==> src/rtl/vga_timing_gen.sv <==
// Raster timing generator: pixel/line counters, sync pulses, blanking and frame-start flags.
// Optional `define VGA_TIMING_GEN_FRAME_CNT_EN adds a 16-bit frame counter output.
module vga_timing_gen #(
  parameter int   H_VISIBLE = 800,
  parameter int   H_FRONT   = 40,
  parameter int   H_SYNC    = 128,
  parameter int   H_BACK    = 88,
  parameter int   V_VISIBLE = 600,
  parameter int   V_FRONT   = 1,
  parameter int   V_SYNC    = 4,
  parameter int   V_BACK    = 23,
  parameter logic SYNC_POL  = 1'b1
) (
  input  logic        clk,
  input  logic        rst,
  output logic [10:0] hcount,
  output logic [10:0] vcount,
  output logic        hsync,
  output logic        vsync,
  output logic        hblnk,
  output logic        vblnk,
`ifdef VGA_TIMING_GEN_FRAME_CNT_EN
  output logic [15:0] frame_cnt,
`endif
  output logic        frame_start
);

  localparam int H_TOTAL = H_VISIBLE + H_FRONT + H_SYNC + H_BACK;
  localparam int V_TOTAL = V_VISIBLE + V_FRONT + V_SYNC + V_BACK;

  localparam logic [10:0] H_LAST   = 11'(H_TOTAL - 1);
  localparam logic [10:0] V_LAST   = 11'(V_TOTAL - 1);
  localparam logic [10:0] H_VIS    = 11'(H_VISIBLE);
  localparam logic [10:0] V_VIS    = 11'(V_VISIBLE);
  localparam logic [10:0] HS_START = 11'(H_VISIBLE + H_FRONT);
  localparam logic [10:0] HS_END   = 11'(H_VISIBLE + H_FRONT + H_SYNC - 1);
  localparam logic [10:0] VS_START = 11'(V_VISIBLE + V_FRONT);
  localparam logic [10:0] VS_END   = 11'(V_VISIBLE + V_FRONT + V_SYNC - 1);

  // Counters are 11 bits wide, so neither raster dimension may exceed 2048.
  if ((H_TOTAL > 2048) || (V_TOTAL > 2048)) begin : g_geometry_check
    $error("vga_timing_gen: H_TOTAL and V_TOTAL must both be <= 2048");
  end

  logic [10:0] h_next;
  logic [10:0] v_next;
  logic        frame_wrap;

  always_comb begin
    h_next     = hcount + 11'd1;
    v_next     = vcount;
    frame_wrap = 1'b0;
    if (hcount == H_LAST) begin
      h_next = '0;
      if (vcount == V_LAST) begin
        v_next     = '0;
        frame_wrap = 1'b1;
      end else begin
        v_next = vcount + 11'd1;
      end
    end
  end

  // Flags decode the next position so they land in the same register stage as the counters.
  always_ff @(posedge clk or negedge rst) begin
    if (!rst) begin
      hcount      <= '0;
      vcount      <= '0;
      hsync       <= ~SYNC_POL;
      vsync       <= ~SYNC_POL;
      hblnk       <= 1'b0;
      vblnk       <= 1'b0;
      frame_start <= 1'b1;
    end else begin
      hcount      <= h_next;
      vcount      <= v_next;
      hsync       <= ((h_next >= HS_START) && (h_next <= HS_END)) ? SYNC_POL : ~SYNC_POL;
      vsync       <= ((v_next >= VS_START) && (v_next <= VS_END)) ? SYNC_POL : ~SYNC_POL;
      hblnk       <= (h_next >= H_VIS);
      vblnk       <= (v_next >= V_VIS);
      frame_start <= (h_next == '0) && (v_next == '0);
    end
  end

`ifdef VGA_TIMING_GEN_FRAME_CNT_EN
  always_ff @(posedge clk or negedge rst) begin
    if (!rst) begin
      frame_cnt <= '0;
    end else if (frame_wrap) begin
      frame_cnt <= frame_cnt + 16'd1;
    end
  end
`else
  logic unused_frame_wrap;
  assign unused_frame_wrap = frame_wrap;
`endif

endmodule

==> config.mk <==
export PLATFORM = sky130hd
export DESIGN_NAME = vga_timing_gen
export DESIGN_NICKNAME = d
export VERILOG_FILES = /design/src/rtl/vga_timing_gen.sv
export SDC_FILE = /design/constraint.sdc
export NUM_CORES = 1
export LEC_CHECK = 0
export ABC_CLOCK_PERIOD_IN_PS = 3700
export CAP_MARGIN = 0
export CORE_ASPECT_RATIO = 1.5
export CORE_MARGIN = 2
export CORE_UTILIZATION = 40
export CTS_CLUSTER_SIZE = 14
export DETAILED_ROUTE_END_ITERATION = 6
export HOLD_SLACK_MARGIN = 0.1
export SLEW_MARGIN = 20
export SYNTH_ARGS = -nofsm -noshare
export SYNTH_HDL_FRONTEND = slang
export SYNTH_SLANG_ARGS = --single-unit
==> constraint.sdc <==
create_clock -name clk -period 3.7 [get_ports clk]
set_input_delay 0.37 -clock clk [delete_from_list [all_inputs] [get_ports clk]]
set_output_delay 0.37 -clock clk [all_outputs]
set_load 0.03 [all_outputs]
======== Yosys cells after proc, flatten, opt, wreduce, memory -nomap -nowiden ========
Index checks and enable logic that the tools add are counted.
word-level totals
  input port bits ......................... 2
  word-level logic and storage cells ...... 27
  output and inout bits ................... 27
  flip-flop bits (word level) ............. 27
operators by class
  order comparisons ....................... 6
  reduce and logical (&&, ||, !) cells .... 5
  mux-type cells .......................... 5
  equality and inequality tests ........... 2
  add/sub/neg operators ................... 2
operator list
  cell                                                                  number
  greater-or-equal comparator 11 x 10 -> 1 bit (second input constant)  4
  2-to-1 mux 11 bit                                                     3
  adder 11 x 1 -> 11 bit (second input constant)                        2
  <= comparator 11 x 10 -> 1 bit (second input constant)                2
  zero test 11 bit                                                      2
  == test 11 x 10 -> 1 bit (second input constant)                      1
  == test 11 bit (second input constant)                                1
  logical AND 1 bit                                                     3
  2-to-1 mux 1 bit                                                      2

======== Logic depth before layout (Yosys ltp) ========
  depth after elaboration ................. 6
  gate-level depth with buffers ........... 9

======== Least setup slack after synthesis ========
OpenSTA, ideal clock, no wires.
  path type ............................... register to register
  from .................................... register hcount[5]
  to ...................................... register vblnk
  clock period less this slack ............ 2.592 ns
  data required time ...................... 3.553 ns
  slack ................................... 1.108 ns
  buffers on the path ..................... 1
  data arrival time ....................... 2.444 ns
  cell stages (with the launch flop) ...... 7
  path through ............................ dfrtp_1 -> or4b_4 -> or4_4 -> buf_6 -> o311a_1 -> o221ai_1 -> o221ai_1
between the ends
  word-level cells in the longest chain between the ends .. 3
ends and longest elaborated chain
  item                                          RTL line  source
  start, declared                               16        output logic [10:0] hcount,
  start signal, assigned                        75        hcount <= h_next;
  == test 11 bit                                53        if (hcount == H_LAST) begin
  2-to-1 mux 11 bit                             53
  greater-or-equal comparator 11 x 10 -> 1 bit  80        vblnk <= (v_next >= V_VIS);
  end signal, assigned                          80
  end, declared                                 21        output logic vblnk,
No other way between the ends.

======== Final worst setup path ========
  from .................................... register hcount[6]
  to ...................................... register vblnk
between the ends
  word-level cells in the longest chain between the ends .. 3
ends and longest elaborated chain
  item                                          RTL line  source
  == test 11 bit                                53
  2-to-1 mux 11 bit                             53
  net v_next[3]                                 46        logic [10:0] v_next;
  greater-or-equal comparator 11 x 10 -> 1 bit  80
The timed path passes the listed nets, and every way through them passes these cells.

==> impl_metrics.yaml <==
run_status:
  status: "complete, but fails checks"
  violations: "design-rule violations"
clock_network:
  clock-root-buffer: "clkbuf_8"
  cts_tree: "done"
  clock_path_buffers: 2
  cts_sinks: 27
  cts_max_level: 1
  path_clk_slew_ns: 0.09
  cts.repair.resized: 0
  holdBufCountCts: 0
  postCtsSetupRepairBufs: 0
  clkLatencyLatePin_ns: 0.27
  cts_buffers: 3
critical_path:
  endpoint_kind: "flop"
  critPathMaxFanout: 18
  r2r_slack_ns: 0.97
  path_class: "reg -> reg"
  arrival_ns: 2.91
  critPathLaunchType: "flop"
  required_ns: 3.88
global_routing:
  grt_pass1_vias: 1684
  grt_pass1_wl_mm: 8.05
  grt-ovfl-total: 0
  groute.usage.overall_pct: 20.5
  grt_max_degree: 28
  antenna_found_initial: 0
synth:
  syn_area_per_cell_um2: 8.89
  yosys.area_share.simple_pct: 26.5
  synth-xor-area-share_pct: 5.83
  synth-adder-area-share_pct: 2.08
  synth.area.top_cells: "dfrtp_1 36%, xnor2_1 4.9%, o21ai_0 3.6%"
  netlist_area_um2: 1800
  synth-main-ff-cell: "dfrtp_1"
  synth_nets: 208
  syn_inst: 203
  yosysMostFrequentCell: "dfrtp_1"
  synth_warnings: 0
  ys_ff_latch: 27
  async_flop_share_pct: 100
  muxShareOfSynthArea_pct: 0.555
  seq_area_frac_synth_pct: 37.5
  synth_cell_types: 55
  yosysTopAreaCell: "dfrtp_1"
  synth_commonest_cells: "26 x dfrtp_1, 13 x o21ai_0, 12 x inv_1, 12 x nand2_1, 12 x nor2_1"
  synth_compound_area_share_pct: 21.0
  synth_enable_flop_cells: 0
  synth_top_family_by_area: "simple AND/OR/NAND/NOR gates"
  yosysTopAreaCellShare_pct: 36.1
floorplan:
  io_pins: 29
  num_rows: 29
  start_util_pct: 42.1
  core_um2: 4280
  dieArea_um2: 5070
  die_h_um: 86.3
  dieWidth_um: 58.8
sta:
  tightest_slew_ns: 0.470
  clock_skew_ns: 0.00577
  post-route-period-util_pct: 73.9
  period_minus_slack_ns: 2.73
  slew_viol_final: 0
  setup_violations: 0
  rsz0062_at_grt: "no"
  max_freq_mhz: 366
  fin_setup_tns_ns: 0
  slew-limit-headroom_pct: 68.4
  layout_setup_ws_ns: 0.967
  hold_violations: 0
routing:
  via_per_inst: 6.21
  num_vias: 1665
  drt_iter0_drc: 116
  drtAntennaViolNets: 0
  wire_per_inst_um: 17.9
  wl_mm: 4.80
  firstDrtPassIters: 6
  drc: 1
final_layout:
  antennaDiodeCount: 0
  nNetsFinal: 228
  area_growth_pct: 18.0
  fillers: 419
  layout-drive-gt1-share_pct: 7.66
power:
  power_density_nw_per_um2: 219
  leakagePower_nw: 0.857
  peakVddDrop_uv: 144
place:
  gp_congestion: 0.875
  place_ws_ns: 1.01
  dp_hpwl_mm: 3.64
  port_buffers: 28
worst_hold_path:
  hold_path_class: "in -> async"
run:
  cap_violations: 0
## power breakdown
group	switching (mW)	internal [mW]
Sequential	0	0.295
Combinational	0.00589	0.00161
Clock	0.0868	0.0770
Total	0.0926	0.373
## stage by stage
step	utilization [%]	area (um2)	power [mW]	hold slack, ns	instances
2_1_floorplan	-	1800	0.301	0.0744	203
3_3_place_gp	48.7	2080	0.309	0.577	264
3_5_place_dp	48.7	2080	0.309	0.559	264
4_1_cts	49.7	2130	0.476	0.485	268
5_1_grt	49.7	2130	0.489	0.502	268
6_report	49.7	2130	0.466	0.470	268
## area by class of cell
class	count	area [um2]	share of cell area (%)
timing repair buffer	30	295	13.9
tap	46	57.6	2.70
clock buffer	4	45.0	2.12
multi-input combinational	149	1010	47.4
inverter	12	45.0	2.12
sequential	27	677	31.8
## metal layers
layer / share of wire, % / global-route usage [%]
met1: 38 / 23.1
met3: 2.5 / 1.64
met4: 2.6 / 9.50
met5: 0 / 0
met2: 57 / 37.8
## final timing paths
check | from | end | cells after the start
max | hcount[6]$_DFF_PN0_ | vblnk$_DFF_PN0_ | 7
min | rst | hcount[3]$_DFF_PN0_ | 2
max reg2reg | hcount[6]$_DFF_PN0_ | vblnk$_DFF_PN0_ | 7
min reg2reg | hcount[0]$_DFF_PN0_ | hcount[0]$_DFF_PN0_ | 1
max in group asynchronous | rst | frame_start$_DFF_PN1_ | 2
min in group clk | hcount[0]$_DFF_PN0_ | hcount[0]$_DFF_PN0_ | 1
## logic make-up after synthesis
logic type               after synthesis
AO/OA/AOI/OAI                         52
AND/OR/NAND/NOR                       81
buffers and inverters                 27
XOR/XNOR                              12
flip-flops                            27
multiplexers                           1
adder cells (fa/ha/maj)                3
## worst max-delay path, cell delays in order (launching register included)
cell and delay [ns]:
dfrtp_1 0.46, or4b_4 0.57, nor4_2 0.41, buf_4 0.30
nand2_1 0.15, o31ai_4 0.32, o221ai_1 0.21, o221ai_1 0.22
## registers in the layout, summed over array words and instances, names as in the netlist
name,count
vblnk,1
vcount,11
frame_start,1
hsync,1
hblnk,1
vsync,1
hcount,11
## cells in the final DEF (no fill, tap or decap), types with 3 or more instances in the layout
cell | Yosys | final
nor2_1 | 12 | 12
nor4_1 | 3 | 3
and3_1 | 7 | 7
clkdlybuf4s50_1 | 0 | 28
dfrtp_1 | 26 | 26
inv_1 | 12 | 12
nand4b_1 | 3 | 3
a21oi_1 | 11 | 11
nor3_1 | 6 | 6
xnor2_1 | 10 | 10
nand4_1 | 7 | 7
nand3_1 | 11 | 11
clkbuf_8 | 0 | 3
ha_1 | 3 | 3
or2_2 | 3 | 3
o21ai_0 | 13 | 13
nand2_1 | 12 | 12
nor3b_1 | 3 | 3
and4_1 | 3 | 3
Note: power is estimated with default switching activity, not from simulation.
